--- src/rtl/risci_mem_pkg.sv ---
// rtl/risci_mem_pkg.sv - shared types, size codes and arbitration decision for the memory arbiter
// Contents:
//   arb_state_t           arbiter FSM states
//   grant_t               arbitration outcome
//   LEN_B/H/W/D           memory size codes
//   *_DEFAULT             default bus widths
//   arb_pick()            combinational arbitration decision
package risci_mem_pkg;

  localparam int VLEN_DEFAULT = 64;
  localparam int DLEN_DEFAULT = 64;
  localparam int ILEN_DEFAULT = 32;

  localparam logic [1:0] LEN_B = 2'b00;
  localparam logic [1:0] LEN_H = 2'b01;
  localparam logic [1:0] LEN_W = 2'b10;
  localparam logic [1:0] LEN_D = 2'b11;

  typedef enum logic [1:0] {
    ST_IDLE   = 2'd0,
    ST_BUSY_I = 2'd1,
    ST_BUSY_D = 2'd2,
    ST_DONE   = 2'd3
  } arb_state_t;

  typedef enum logic [1:0] {
    GNT_NONE = 2'd0,
    GNT_I    = 2'd1,
    GNT_D    = 2'd2
  } grant_t;

  // Data wins by default; fetch takes over once data has won streak-max
  // times in a row while fetch was waiting.
  function automatic grant_t arb_pick(input logic req_i, input logic req_d,
                                      input logic streak_full);
    if (req_d && !(req_i && streak_full)) return GNT_D;
    if (req_i) return GNT_I;
    return GNT_NONE;
  endfunction

endpackage

--- src/rtl/risci_mem_watchdog.sv ---
// rtl/risci_mem_watchdog.sv - 8-bit transaction watchdog counter
// Ports:
//   clk, rst   clock, asynchronous active-high reset
//   clear      zero the counter (takes priority over en)
//   en         count one step
//   expired    counter sits at LIMIT-1
module risci_mem_watchdog #(
  parameter int LIMIT = 255
) (
  input  logic clk,
  input  logic rst,
  input  logic clear,
  input  logic en,
  output logic expired
);

  localparam logic [7:0] LAST = 8'(LIMIT - 1);

  logic [7:0] r_cnt;

  always_ff @(posedge clk or posedge rst) begin
    if (rst) begin
      r_cnt <= 8'd0;
    end else if (clear) begin
      r_cnt <= 8'd0;
    end else if (en) begin
      r_cnt <= r_cnt + 8'd1;
    end
  end

  assign expired = (r_cnt == LAST);

endmodule

--- src/rtl/risci_mem_arbiter.sv ---
// rtl/risci_mem_arbiter.sv - fetch/data arbiter onto one req/ack memory port
// Ports:
//   clk, rst                          clock, asynchronous active-high reset
//   i_req/i_addr/i_flush              fetch request in
//   i_rdata/i_ack/i_err               fetch response out
//   d_req/d_we/d_addr/d_wdata/d_len   data request in
//   d_rdata/d_ack/d_err               data response out
//   m_req/m_we/m_addr/m_wdata/m_len   memory request out
//   m_rdata/m_ack                     memory response in
module risci_mem_arbiter
  import risci_mem_pkg::*;
#(
  parameter int VLEN       = VLEN_DEFAULT,
  parameter int DLEN       = DLEN_DEFAULT,
  parameter int ILEN       = ILEN_DEFAULT,
  parameter int STREAK_MAX = 4,
  parameter int TIMEOUT    = 255
) (
  input  logic            clk,
  input  logic            rst,
  input  logic            i_req,
  input  logic [VLEN-1:0] i_addr,
  input  logic            i_flush,
  output logic [ILEN-1:0] i_rdata,
  output logic            i_ack,
  output logic            i_err,
  input  logic            d_req,
  input  logic            d_we,
  input  logic [VLEN-1:0] d_addr,
  input  logic [DLEN-1:0] d_wdata,
  input  logic [1:0]      d_len,
  output logic [DLEN-1:0] d_rdata,
  output logic            d_ack,
  output logic            d_err,
  output logic            m_req,
  output logic            m_we,
  output logic [VLEN-1:0] m_addr,
  output logic [DLEN-1:0] m_wdata,
  output logic [1:0]      m_len,
  input  logic [DLEN-1:0] m_rdata,
  input  logic            m_ack
);

  localparam int SW = $clog2(STREAK_MAX + 1);
  localparam logic [SW-1:0] STREAK_FULL = SW'(STREAK_MAX);

  arb_state_t    r_state;
  logic [SW-1:0] r_streak;
  logic          r_flushed;

  grant_t w_grant;
  logic   w_grant_any;
  logic   w_busy;
  logic   w_expired;
  logic   w_i_drop;

  assign w_grant     = arb_pick(i_req, d_req, r_streak == STREAK_FULL);
  assign w_grant_any = (r_state == ST_IDLE) && (w_grant != GNT_NONE);
  assign w_busy      = (r_state == ST_BUSY_I) || (r_state == ST_BUSY_D);
  // A flush arriving on the completing cycle still counts.
  assign w_i_drop    = r_flushed || i_flush;

  risci_mem_watchdog #(.LIMIT(TIMEOUT)) u_wdog (
    .clk     (clk),
    .rst     (rst),
    .clear   (w_grant_any),
    .en      (w_busy),
    .expired (w_expired)
  );

  always_ff @(posedge clk or posedge rst) begin
    if (rst) begin
      r_state   <= ST_IDLE;
      r_streak  <= '0;
      r_flushed <= 1'b0;
      i_rdata   <= '0;
      i_ack     <= 1'b0;
      i_err     <= 1'b0;
      d_rdata   <= '0;
      d_ack     <= 1'b0;
      d_err     <= 1'b0;
      m_req     <= 1'b0;
      m_we      <= 1'b0;
      m_addr    <= '0;
      m_wdata   <= '0;
      m_len     <= 2'b00;
    end else begin
      i_ack <= 1'b0;
      i_err <= 1'b0;
      d_ack <= 1'b0;
      d_err <= 1'b0;
      case (r_state)
        ST_IDLE: begin
          if (w_grant == GNT_I) begin
            m_req    <= 1'b1;
            m_we     <= 1'b0;
            m_addr   <= i_addr;
            m_wdata  <= '0;
            m_len    <= LEN_W;
            r_streak <= '0;
            r_state  <= ST_BUSY_I;
          end else if (w_grant == GNT_D) begin
            m_req   <= 1'b1;
            m_we    <= d_we;
            m_addr  <= d_addr;
            m_wdata <= d_wdata;
            m_len   <= d_len;
            // Streak only tracks data wins that made fetch wait.
            if (!i_req) r_streak <= '0;
            else if (r_streak != STREAK_FULL) r_streak <= r_streak + 1'b1;
            r_state <= ST_BUSY_D;
          end
        end
        ST_BUSY_I: begin
          if (i_flush) r_flushed <= 1'b1;
          if (m_ack) begin
            m_req   <= 1'b0;
            i_rdata <= m_rdata[ILEN-1:0];
            i_ack   <= !w_i_drop;
            r_state <= ST_DONE;
          end else if (w_expired) begin
            m_req   <= 1'b0;
            i_rdata <= '0;
            i_ack   <= !w_i_drop;
            i_err   <= !w_i_drop;
            r_state <= ST_DONE;
          end
        end
        ST_BUSY_D: begin
          if (m_ack) begin
            m_req   <= 1'b0;
            d_rdata <= m_we ? '0 : m_rdata;
            d_ack   <= 1'b1;
            r_state <= ST_DONE;
          end else if (w_expired) begin
            m_req   <= 1'b0;
            d_rdata <= '0;
            d_ack   <= 1'b1;
            d_err   <= 1'b1;
            r_state <= ST_DONE;
          end
        end
        default: begin
          r_flushed <= 1'b0;
          r_state   <= ST_IDLE;
        end
      endcase
    end
  end

endmodule

--- config.mk ---
export PLATFORM = sky130hd
export DESIGN_NAME = risci_mem_arbiter
export DESIGN_NICKNAME = d
export VERILOG_FILES = /design/src/rtl/risci_mem_pkg.sv /design/src/rtl/risci_mem_watchdog.sv /design/src/rtl/risci_mem_arbiter.sv
export SDC_FILE = /design/constraint.sdc
export NUM_CORES = 1
export LEC_CHECK = 0
export ABC_AREA = 1
export CAP_MARGIN = 20
export CORE_AREA = 10 10 185 187
export DETAILED_ROUTE_END_ITERATION = 7
export DIE_AREA = 0 0 195 197
export DONT_BUFFER_PORTS = 1
export PLACE_DENSITY = 0.61
export SKIP_LAST_GASP = 1
export SYNTH_ARGS = -nofsm -noshare
export SYNTH_HDL_FRONTEND = slang
export SYNTH_SLANG_ARGS = --single-unit
--- constraint.sdc ---
create_clock -name clk -period 12 [get_ports clk]
set_input_delay 2.4 -clock clk [delete_from_list [all_inputs] [get_ports clk]]
set_output_delay 2.4 -clock clk [all_outputs]
set_load 0.005 [all_outputs]
# Word level (Yosys, flattened, before mapping)
# Cells that the tools add are included.
[op_classes]
n_eq_ne = 11
add_sub_neg = 2
mux = 48
reduce_logical = 22
n_bitwise = 1
[op_table]
columns = ["cell", "count"]
rows = [
  ["two-way mux 64 bit", 7],
  ["two-way mux 32 bit", 2],
  ["two-way mux 1 bit", 20],
  ["two-way mux 2 bit", 10],
  ["two-way mux 8 bit", 2],
  ["two-way mux 3 bit", 4],
  ["AND reduction 2 bit", 5],
  ["nonzero test 2 bit", 5],
  ["inequality test 3 x 1 -> 1 bit (second input constant)", 3],
  ["adder 8 x 1 -> 8 bit (second input constant)", 1],
  ["equality test 8 bit (second input constant)", 1],
  ["AND reduction 3 bit", 2],
  ["equality test 2 x 1 -> 1 bit (second input constant)", 2],
  ["equality test 2 bit (second input constant)", 2],
  ["case mux 1 bit (2 select lines)", 2],
  ["case mux 2 bit (2 select lines)", 1],
  ["OR reduction 2 bit", 2],
  ["adder 3 x 1 -> 3 bit (second input constant)", 1],
  ["equality test 3 bit (second input constant)", 1],
  ["logical AND 1 bit", 3],
  ["inequality test 3 bit (second input constant)", 1],
  ["logical NOT 1 bit", 2],
  ["logical NOT 2 bit", 1],
  ["logical OR 1 bit", 2],
  ["2 further kinds", 2],
]
[word_totals]
reg_bits = 246
inputBits = 265
out_inout_bits = 232
word_cells = 99

# Longest topological paths before layout
# Gate-level depths: netlist of run 1.
[logic_depth]
depth_word = 12
ltp_mapped = 11
ltp_nobuf = 9

# By module
# From an unflattened synthesis of run 1, not the netlist that was laid out.
[hier_totals]
cells_unflattened = 1381
hier_area_um2 = 11048.1
[by_module_without_submodules]
columns = ["module", "seq_area_each_um2", "instances", "cells_each", "area_per_inst_um2"]
rows = [
  ["risci_mem_arbiter", 5955.7, 1, 1321, 10577.6],
  ["risci_mem_watchdog", 200.2, 1, 60, 470.5],
]

# Least setup slack after synthesis of run 1
# No wires, ideal clock.
[synth_timing]
path_type = "input to register"
startpoint = "input i_req"
endpoint = "register m_we"
setup_time_ns = 0.132
path_stages = 8
n_path_buf = 3
setup_slack_ns = 8.716
required_ns = 11.868
arrival_time_ns = 3.152
path_cell_list = "inv_2 > a21oi_4 > buf_6 > inv_2 > buf_6 > buf_6 > nand3_1 > o21ai_1"
[synth_between]
elab_chain_len = 8
word_cells_on_any_way = 14
cone_classes = "2 x eq/ne; 7 x mux; 5 x reduce/logical"
[synth_rtl]
columns = ["element", "line_no", "text"]
rows = [
  ["start: declaration", "risci_mem_arbiter.sv:21", "input logic i_req,"],
  ["logical AND 1 bit", "risci_mem_pkg.sv:36", "if (req_d && !(req_i && streak_full)) return GNT_D;"],
  ["logical NOT 1 bit", "risci_mem_pkg.sv:36", ""],
  ["logical AND 1 bit", "risci_mem_pkg.sv:36", ""],
  ["two-way mux 1 bit", "risci_mem_pkg.sv:36", ""],
  ["two-way mux 2 bit (*)", "risci_mem_pkg.sv:37", "if (req_i) return GNT_I;"],
  ["equality test 2 x 1 -> 1 bit or equality test 2 bit (tied branches)", "risci_mem_arbiter.sv:94, risci_mem_arbiter.sv:102", ""],
  ["nonzero test 2 bit (no line)", "n/a", ""],
  ["AND reduction 2 bit (no line)", "n/a", ""],
  ["end signal: assignment", "risci_mem_arbiter.sv:104", "m_we <= d_we;"],
  ["end: declaration", "risci_mem_arbiter.sv:36", "output logic m_we,"],
]
# Every way passes the cells marked *; elsewhere a longest branch is shown, timed or not. The select of a mux whose other input is x is not followed.
# A chain may end at the register's enable or synchronous reset.

# Worst setup path in the final report of run 1
[layout_timing]
startpoint = "input i_req"
endpoint = "register m_addr[7]"
[layout_between]
elab_chain_len = 8
word_cells_on_any_way = 14
cone_classes = "2 x eq/ne; 7 x mux; 5 x reduce/logical"
[layout_rtl]
columns = ["element", "line_no", "text"]
rows = [
  ["logical AND 1 bit", "risci_mem_pkg.sv:36", ""],
  ["logical NOT 1 bit", "risci_mem_pkg.sv:36", ""],
  ["logical AND 1 bit", "risci_mem_pkg.sv:36", ""],
  ["two-way mux 1 bit", "risci_mem_pkg.sv:36", ""],
  ["two-way mux 2 bit (*)", "risci_mem_pkg.sv:37", ""],
  ["equality test 2 x 1 -> 1 bit or equality test 2 bit (tied branches)", "risci_mem_arbiter.sv:94, risci_mem_arbiter.sv:102", ""],
  ["nonzero test 2 bit (no line)", "n/a", ""],
  ["AND reduction 2 bit (no line)", "n/a", ""],
  ["end signal: assignment", "risci_mem_arbiter.sv:97", "m_addr <= i_addr;"],
  ["end signal: assignment", "risci_mem_arbiter.sv:105", "m_addr <= d_addr;"],
  ["end: declaration", "risci_mem_arbiter.sv:37", "output logic [VLEN-1:0] m_addr,"],
]
# Marks and branches as above.

==> run summary, run 1 <==
Status: completed
Metal2 WL: 17.12 mm
Largest net degree at the start of global routing: 113
Fin crit share: 36.60%
Slew HR: 41.07%
H-tree levels: 1
RSZ-0062 raised after global routing: false
Yosys warning total: 0
Via density: 5.158
WS Path Type: in -> reg
Total Routing Usage GR: 17.29%
Via count: 8,016
CTS Buf Count: 27
Post-Syn Area: 10,640 sq um
Area taken by multi-input logic gates: 3882 sq um
Die height: 197 um
Detailed placer's ending HPWL: 26.65 mm
CTS tree: done
Vias in the first global route: 7,962
Part of the Yosys area used for sequential elements: 57.85%
IO Count: 497
Pwr dens: 281.6 nW/um^2
Clock Skew: 0.02313 ns
Post-Route WL: 35.52 mm
Clk buf depth: 3
Die Area: 38,420 sq um
Layout cell share with drive strength beyond 1: 10.71%
Synth-to-layout area growth: 9.700%
Initial drt markers: 475
Final min period: 4.392 ns
Routed Antenna Nets: 0
Remaining Overflow, GRT: 0
First drt pass iteration count: 5
Post-DP Area: 10,740 sq um
Antenna violations before repair: 3
Clock transition at path regs: 0.06 ns
Slew @ Worst Pin: 0.8840 ns
Top Layer Used: met5
Most frequent cells in the layout: nand2_1 (444), dfrtp_1 (246), nor2_1 (75), nand3_1 (71), a31oi_1 (65)
Final hold violation count: 0
DRC: 0
R2R depth: 8
FILL cells: 3,072
Clock root cell: clkbuf_16
Port bufs: 0
CTS Hold Bufs: 0
Commonest non-fill, non-tap cell in the layout: nand2_1
Maximum fanout along the worst path: 96
Setup Buffers After CTS: 0
Worst EP required: 12.45 ns
Die width: 195 um
Hold Path Depth: 2
FP Rows: 64
Clock Latency Late Sink: 0.55 ns
Arrival @ worst endpoint: 4.84 ns
Clock sink count: 246
Tightest Hold Check Type: reg -> reg
Max-Cap Viols: 0
Placer Congestion: 0.8121
Register area: 6156 sq um
Fin nets: 1,410
ANT cells: 0
CTS resizes: 0
Final setup viols: 0
Net count after synthesis: 1,453
Seq cells post-synth: 246
LEAKAGE: 5.310 nW
Initial Utilization: 34.97%
Avg Synthesized Cell Area: 9.018 sq um
Setup TNS: 0 ns
Crit. End Element: flop
Met3 WL: 4.576 mm
First-pass GRT wire length: 52.70 mm
Met1 WL: 13.04 mm
Routed WL per cell: 22.85 um
Core Area: 30,430 sq um
CP Launch Type: primary input
Post-Synthesis Cells: 1,180
VDD IR-drop max: 181.1 uV
Max Transition Viols Final: 0
Finished Cell Area: 11,670 sq um
Fmax: 0.2277 GHz
Unique masters post-synth: 24
==> synth_stat cells <==
master / number / area (sq um)
a21oi_1: 7 / 35.03
a21oi_2: 1 / 8.760
a21oi_4: 1 / 16.27
a31oi_1: 65 / 406.6
buf_2: 32 / 160.2
buf_4: 12 / 90.09
buf_6: 17 / 191.4
clkbuf_1: 24 / 90.09
dfrtp_1: 246 / 6156
ha_1: 8 / 100.1
inv_1: 20 / 75.07
inv_2: 3 / 11.26
nand2_1: 444 / 1667
nand2_2: 4 / 25.02
nand3_1: 71 / 355.3
nand4_1: 3 / 18.77
nor2_1: 76 / 285.3
nor2_4: 1 / 11.26
nor3_1: 1 / 5.000
nor3b_1: 1 / 7.510
o21ai_0: 64 / 320.3
o21ai_1: 23 / 115.1
o21ai_2: 55 / 481.7
xor2_1: 1 / 8.760
==> layer usage <==
layer	up-vias	GRT usage [%]
met1	3804	20.03
met2	372	28.19
met3	54	8.486
li1	3780	-
met5	-	0
met4	6	4.186
==> final timing paths <==
| kind | start | to | slack, ns |
|---|---|---|---|
| setup / recovery | i_req | m_addr[7] | 7.61 |
| hold / removal | u_wdog.r_cnt[7] | u_wdog.r_cnt[7] | 0.51 |
| max in group asynchronous | rst | m_len[0] | 8.75 |
| setup reg to reg | r_state[0] | m_addr[7] | 8.48 |
| min in group asynchronous | rst | d_rdata[58] | 1.80 |
| hold reg to reg | u_wdog.r_cnt[7] | u_wdog.r_cnt[7] | 0.51 |
==> power breakdown <==
group | switching (mW) | internal [mW] | leakage (nW) | total [mW]
sequential | 0.396 | 1.21 | 3.07 | 1.61
combinational | 0.538 | 0.295 | 1.80 | 0.833
clock | 0.347 | 0.499 | 0.443 | 0.847
==> critical path, cell delays in order <==
cell	delay (ns)
inv_2	0.04
a21oi_4	0.48
buf_4	0.75
buf_4	0.79
nor2_1	0.10
a31oi_1	0.19
==> state kept, by name, summed over array words and instances, names as in the netlist <==
name and count:
i_rdata 32, d_rdata 64, m_req 1, m_we 1, m_len 2, d_ack 1, i_ack 1, i_err 1
r_flushed 1, d_err 1, m_wdata 64, r_streak 3, u_wdog.r_cnt 8, r_state 2, m_addr 64
==> area by class of cell <==
class,instances,area share (%)
flip-flops and latches,246,52.73
multi-input cells,826,33.26
clock buffers,40,6.720
well taps,396,4.244
clock inverters,10,1.125
repair buffers,13,1.115
inverters,23,0.8039
==> cell families after synthesis <==
kind of cell / Yosys count / share of synthesized area [%]
AO/OA/AOI/OAI: 216 / 13.00
XOR/XNOR: 1 / 0.08232
adder cells (fa/ha/maj): 8 / 0.9407
buffers and inverters: 108 / 5.808
flip-flops: 246 / 57.85
AND/OR/NAND/NOR: 601 / 22.32
==> metrics by stage <==
stage          power [mW]  setup slack [ns]  utilization [%]  hold WS (ns)  std cells
6_report            3.287             7.608            38.36        0.5059       1554
5_1_grt             3.535             7.301            38.36        0.5394       1554
4_1_cts             3.350             7.580            38.30        0.5117       1553
2_1_floorplan       2.178             2.842                -        0.4651       1180
3_3_place_gp        2.440             7.085            35.20        0.4903       1502
3_5_place_dp        2.489             6.976            35.29        0.4966       1503
Power figures use the tool's default switching activity.
==> run 2, diff against run 1 <==
Clock period 12 ns to 4.1 ns, I/O delays scaled along.
==> run 2 against run 1 <==
  * Sequential power increased to 2.9 times the previous value
  * Final area is 0.38% higher
  * Largest power group unchanged
  * Clock skew rose by 0.0034 ns
  * Sequential share of layout area shrank 0.20 points
  * Count of clock-buffer cells in the layout is 6 lower
  * Die area did not move
  * Combinational power rose to 2.9 times the previous value
  * Critical endpoint is now d_rdata[3]
  * Cell count is the same
==> run summary, run 2 (synthesis results as in run 1) <==
Vias in the first global route: 7,988 (was 7,962)
Via count: 7,994 (was 8,016)
CP delay by family, top: simple AND/OR/NAND/NOR gates (was buffers and inverters)
CTS Hold Bufs: 0 (unchanged)
Top flop regs: d_rdata: 64 flops, m_addr: 64 flops, m_wdata: 64 flops (unchanged)
Setup TNS: 0 ns (unchanged)
Final hold violation count: 0 (unchanged)
LEAKAGE: 5.318 nW (was 5.310 nW)
Via density: 5.144 (was 5.158)
Setup Buffers After CTS: 0 (unchanged)
Initial drt markers: 455 (was 475)
Layout cell share with drive strength beyond 1: 11.14% (was 10.71%)
Fin crit share: 52.74%
Clock sink count: 246 (unchanged)
Core Area: 30,430 sq um (unchanged)
DRC: 0 (unchanged)
ANT cells: 0 (unchanged)
Met3 Use GR: 8.842% (was 8.486%)
Setup crit start: u_wdog.r_cnt[0] (was i_req)
DP Worst Slack: 1.729 ns (was 6.976 ns)
Initial Utilization: 34.97% (unchanged)
CTS resizes: 0 (unchanged)
H-tree levels: 1 (unchanged)
Crit-path cells: inv_1 -> ha_1 -> inv_1 -> nor2_1 -> nand2_2 -> nand2_2 -> nand2_4 -> buf_12 -> nand2_1 -> o21ai_1 (was inv_2 -> a21oi_4 -> buf_4 -> buf_4 -> nor2_1 -> a31oi_1)
Largest net degree at the start of global routing: 203 (was 113)
Internal: 5.865 mW (was 2.006 mW)
VDD IR-drop max: 446.7 uV (was 181.1 uV)
Post-Route WL: 35.72 mm (was 35.52 mm)
WS Path Type: reg -> reg (was in -> reg)
Clk buf depth: 3 (unchanged)
RSZ-0062 raised after global routing: false (unchanged)
Detailed placer's ending HPWL: 26.34 mm (was 26.65 mm)
Logic pwr share: 25.3% (about the same)
Most frequent cells in the layout: nand2_1 (444), dfrtp_1 (246), nor2_1 (75), nand3_1 (71), a31oi_1 (65) (unchanged)
Clock Latency Late Sink: 0.55 ns (about the same)
Synth-to-layout area growth: 10.11% (was 9.700%)
Die width: 195 um (unchanged)
Die Area: 38,420 sq um (unchanged)
Global routing usage on met2: 28.04% (was 28.19%)
Tightest Hold Check Type: in -> async (was reg -> reg)
Worst EP required: 4.58 ns (was 12.45 ns)
Max-Cap Viols: 0 (unchanged)
Die height: 197 um (unchanged)
FILL cells: 3,049 (was 3,072)
Sw Ratio: 39.21% (was 38.97%)
Final min period: 2.162 ns
Routed WL per cell: 22.98 um (was 22.85 um)
Clock Skew: 0.02653 ns (was 0.02313 ns)
Slew HR: 39.12% (was 41.07%)
Port bufs: 0 (unchanged)
Beginning of the worst register-to-register path: u_wdog.r_cnt[0] (was r_state[0])
Clock transition at path regs: 0.06 ns (about the same)
CTS tree: done (unchanged)
First-pass GRT wire length: 52.81 mm (was 52.70 mm)
Placer Congestion: 0.8007 (was 0.8121)
GRT busiest layer: met2 (unchanged)
Total Routing Usage GR: 17.31% (was 17.29%)
Max Transition Viols Final: 0 (unchanged)
Clock root cell: clkbuf_16 (unchanged)
CP Buf/Inv Count: 3 (unchanged)
First drt pass iteration count: 5 (unchanged)
Final WS setup: 1.938 ns (was 7.608 ns)
Clk network pwr share: 25.8% (about the same)
Worst-path cell with the longest stage delay: nand2_4 (was buf_4)
Crit. End Element: flop (unchanged)
Final setup viols: 0 (unchanged)
Maximum fanout along the worst path: 68 (was 96)
Pwr dens: 823.3 nW/um^2 (was 281.6 nW/um^2)
CP Launch Type: flop (was primary input)
Commonest non-fill, non-tap cell in the layout: nand2_1 (unchanged)
Fin nets: 1,410 (unchanged)
Sequential share of power: 48.9% (about the same)
FP Rows: 64 (unchanged)
Routed Antenna Nets: 0 (unchanged)
IO Count: 497 (unchanged)
Slew @ Worst Pin: 0.9133 ns (was 0.8840 ns)
Fmax: 0.4624 GHz
CTS Buf Count: 27 (unchanged)
Arrival @ worst endpoint: 2.64 ns (was 4.84 ns)
Met1 track demand over resource: 19.41% (was 20.03%)
Slowest stage delay, CP: 0.56 ns (was 0.79 ns)
Psw: 3.782 mW (was 1.281 mW)
Status: completed (unchanged)
Remaining Overflow, GRT: 0 (unchanged)
Antenna violations before repair: 0 (was 3)
## run 2: cell count changes in the layout (fill, tap and decap cells not counted)
cell,change
buf_12,+5
buf_16,-1
buf_4,-4
clkbuf_1,-5
clkbuf_8,-1
clkinv_2,+3
clkinvlp_4,+4
inv_8,-1
## run 2: worst paths after layout
check,to,slack (ns),depth (start not counted)
worst min-delay path,m_req,0.28,2
worst max-delay path,d_rdata[3],1.94,10
min in group clk,m_wdata[20],0.40,2
max in group asynchronous,m_addr[31],2.97,2
worst max register to register,d_rdata[3],1.94,10
worst min register to register,i_rdata[24],0.51,2
## run 2: worst register-to-register path: stages, from the launching register on
cell and delay [ns]:
dfrtp_1 0.37, inv_1 0.06, ha_1 0.19, inv_1 0.06, nor2_1 0.06, nand2_2 0.09
nand2_2 0.07, nand2_4 0.56, buf_12 0.41, nand2_1 0.13, o21ai_1 0.09
## run 2: stage by stage
stage	util (%)	cell area [sq um]	cells	power (mW)	hold WS (ns)
2_1_floorplan	-	10650	1180	6.375	0.4651
3_3_place_gp	35.35	10760	1502	7.178	0.4914
3_5_place_dp	35.35	10760	1502	7.280	0.4973
4_1_cts	38.38	11680	1552	9.807	0.2936
5_1_grt	38.51	11720	1554	10.37	0.3115
6_report	38.51	11720	1554	9.646	0.2829
## run 2: power groups by stage
stage / combinational, mW / clock, mW / sequential (mW)
2_1_floorplan: 2.15 / 0 / 4.23
3_3_place_gp: 2.38 / 0 / 4.80
3_5_place_dp: 2.47 / 0 / 4.81
4_1_cts: 2.47 / 2.56 / 4.78
5_1_grt: 2.85 / 2.66 / 4.86
6_report: 2.44 / 2.49 / 4.72
## run 2: layer usage
layer | vias to the layer above | wire [um]
met5 | - | 0
met1 | 3774 | 13000
met3 | 52 | 4770
met4 | 0 | 1085
met2 | 402 | 16860
li1 | 3766 | -
## run 2: area by class of cell
| class | instances | area [sq um] | area share [%] |
|---|---|---|---|
| tap | 396 | 495.5 | 4.229 |
| clock buffer | 34 | 752.0 | 6.418 |
| sequential | 246 | 6156 | 52.54 |
| multi-input combinational | 826 | 3882 | 33.13 |
| inverter | 23 | 90.09 | 0.7688 |
| timing repair buffer | 13 | 172.7 | 1.474 |
| clock inverter | 16 | 168.9 | 1.442 |
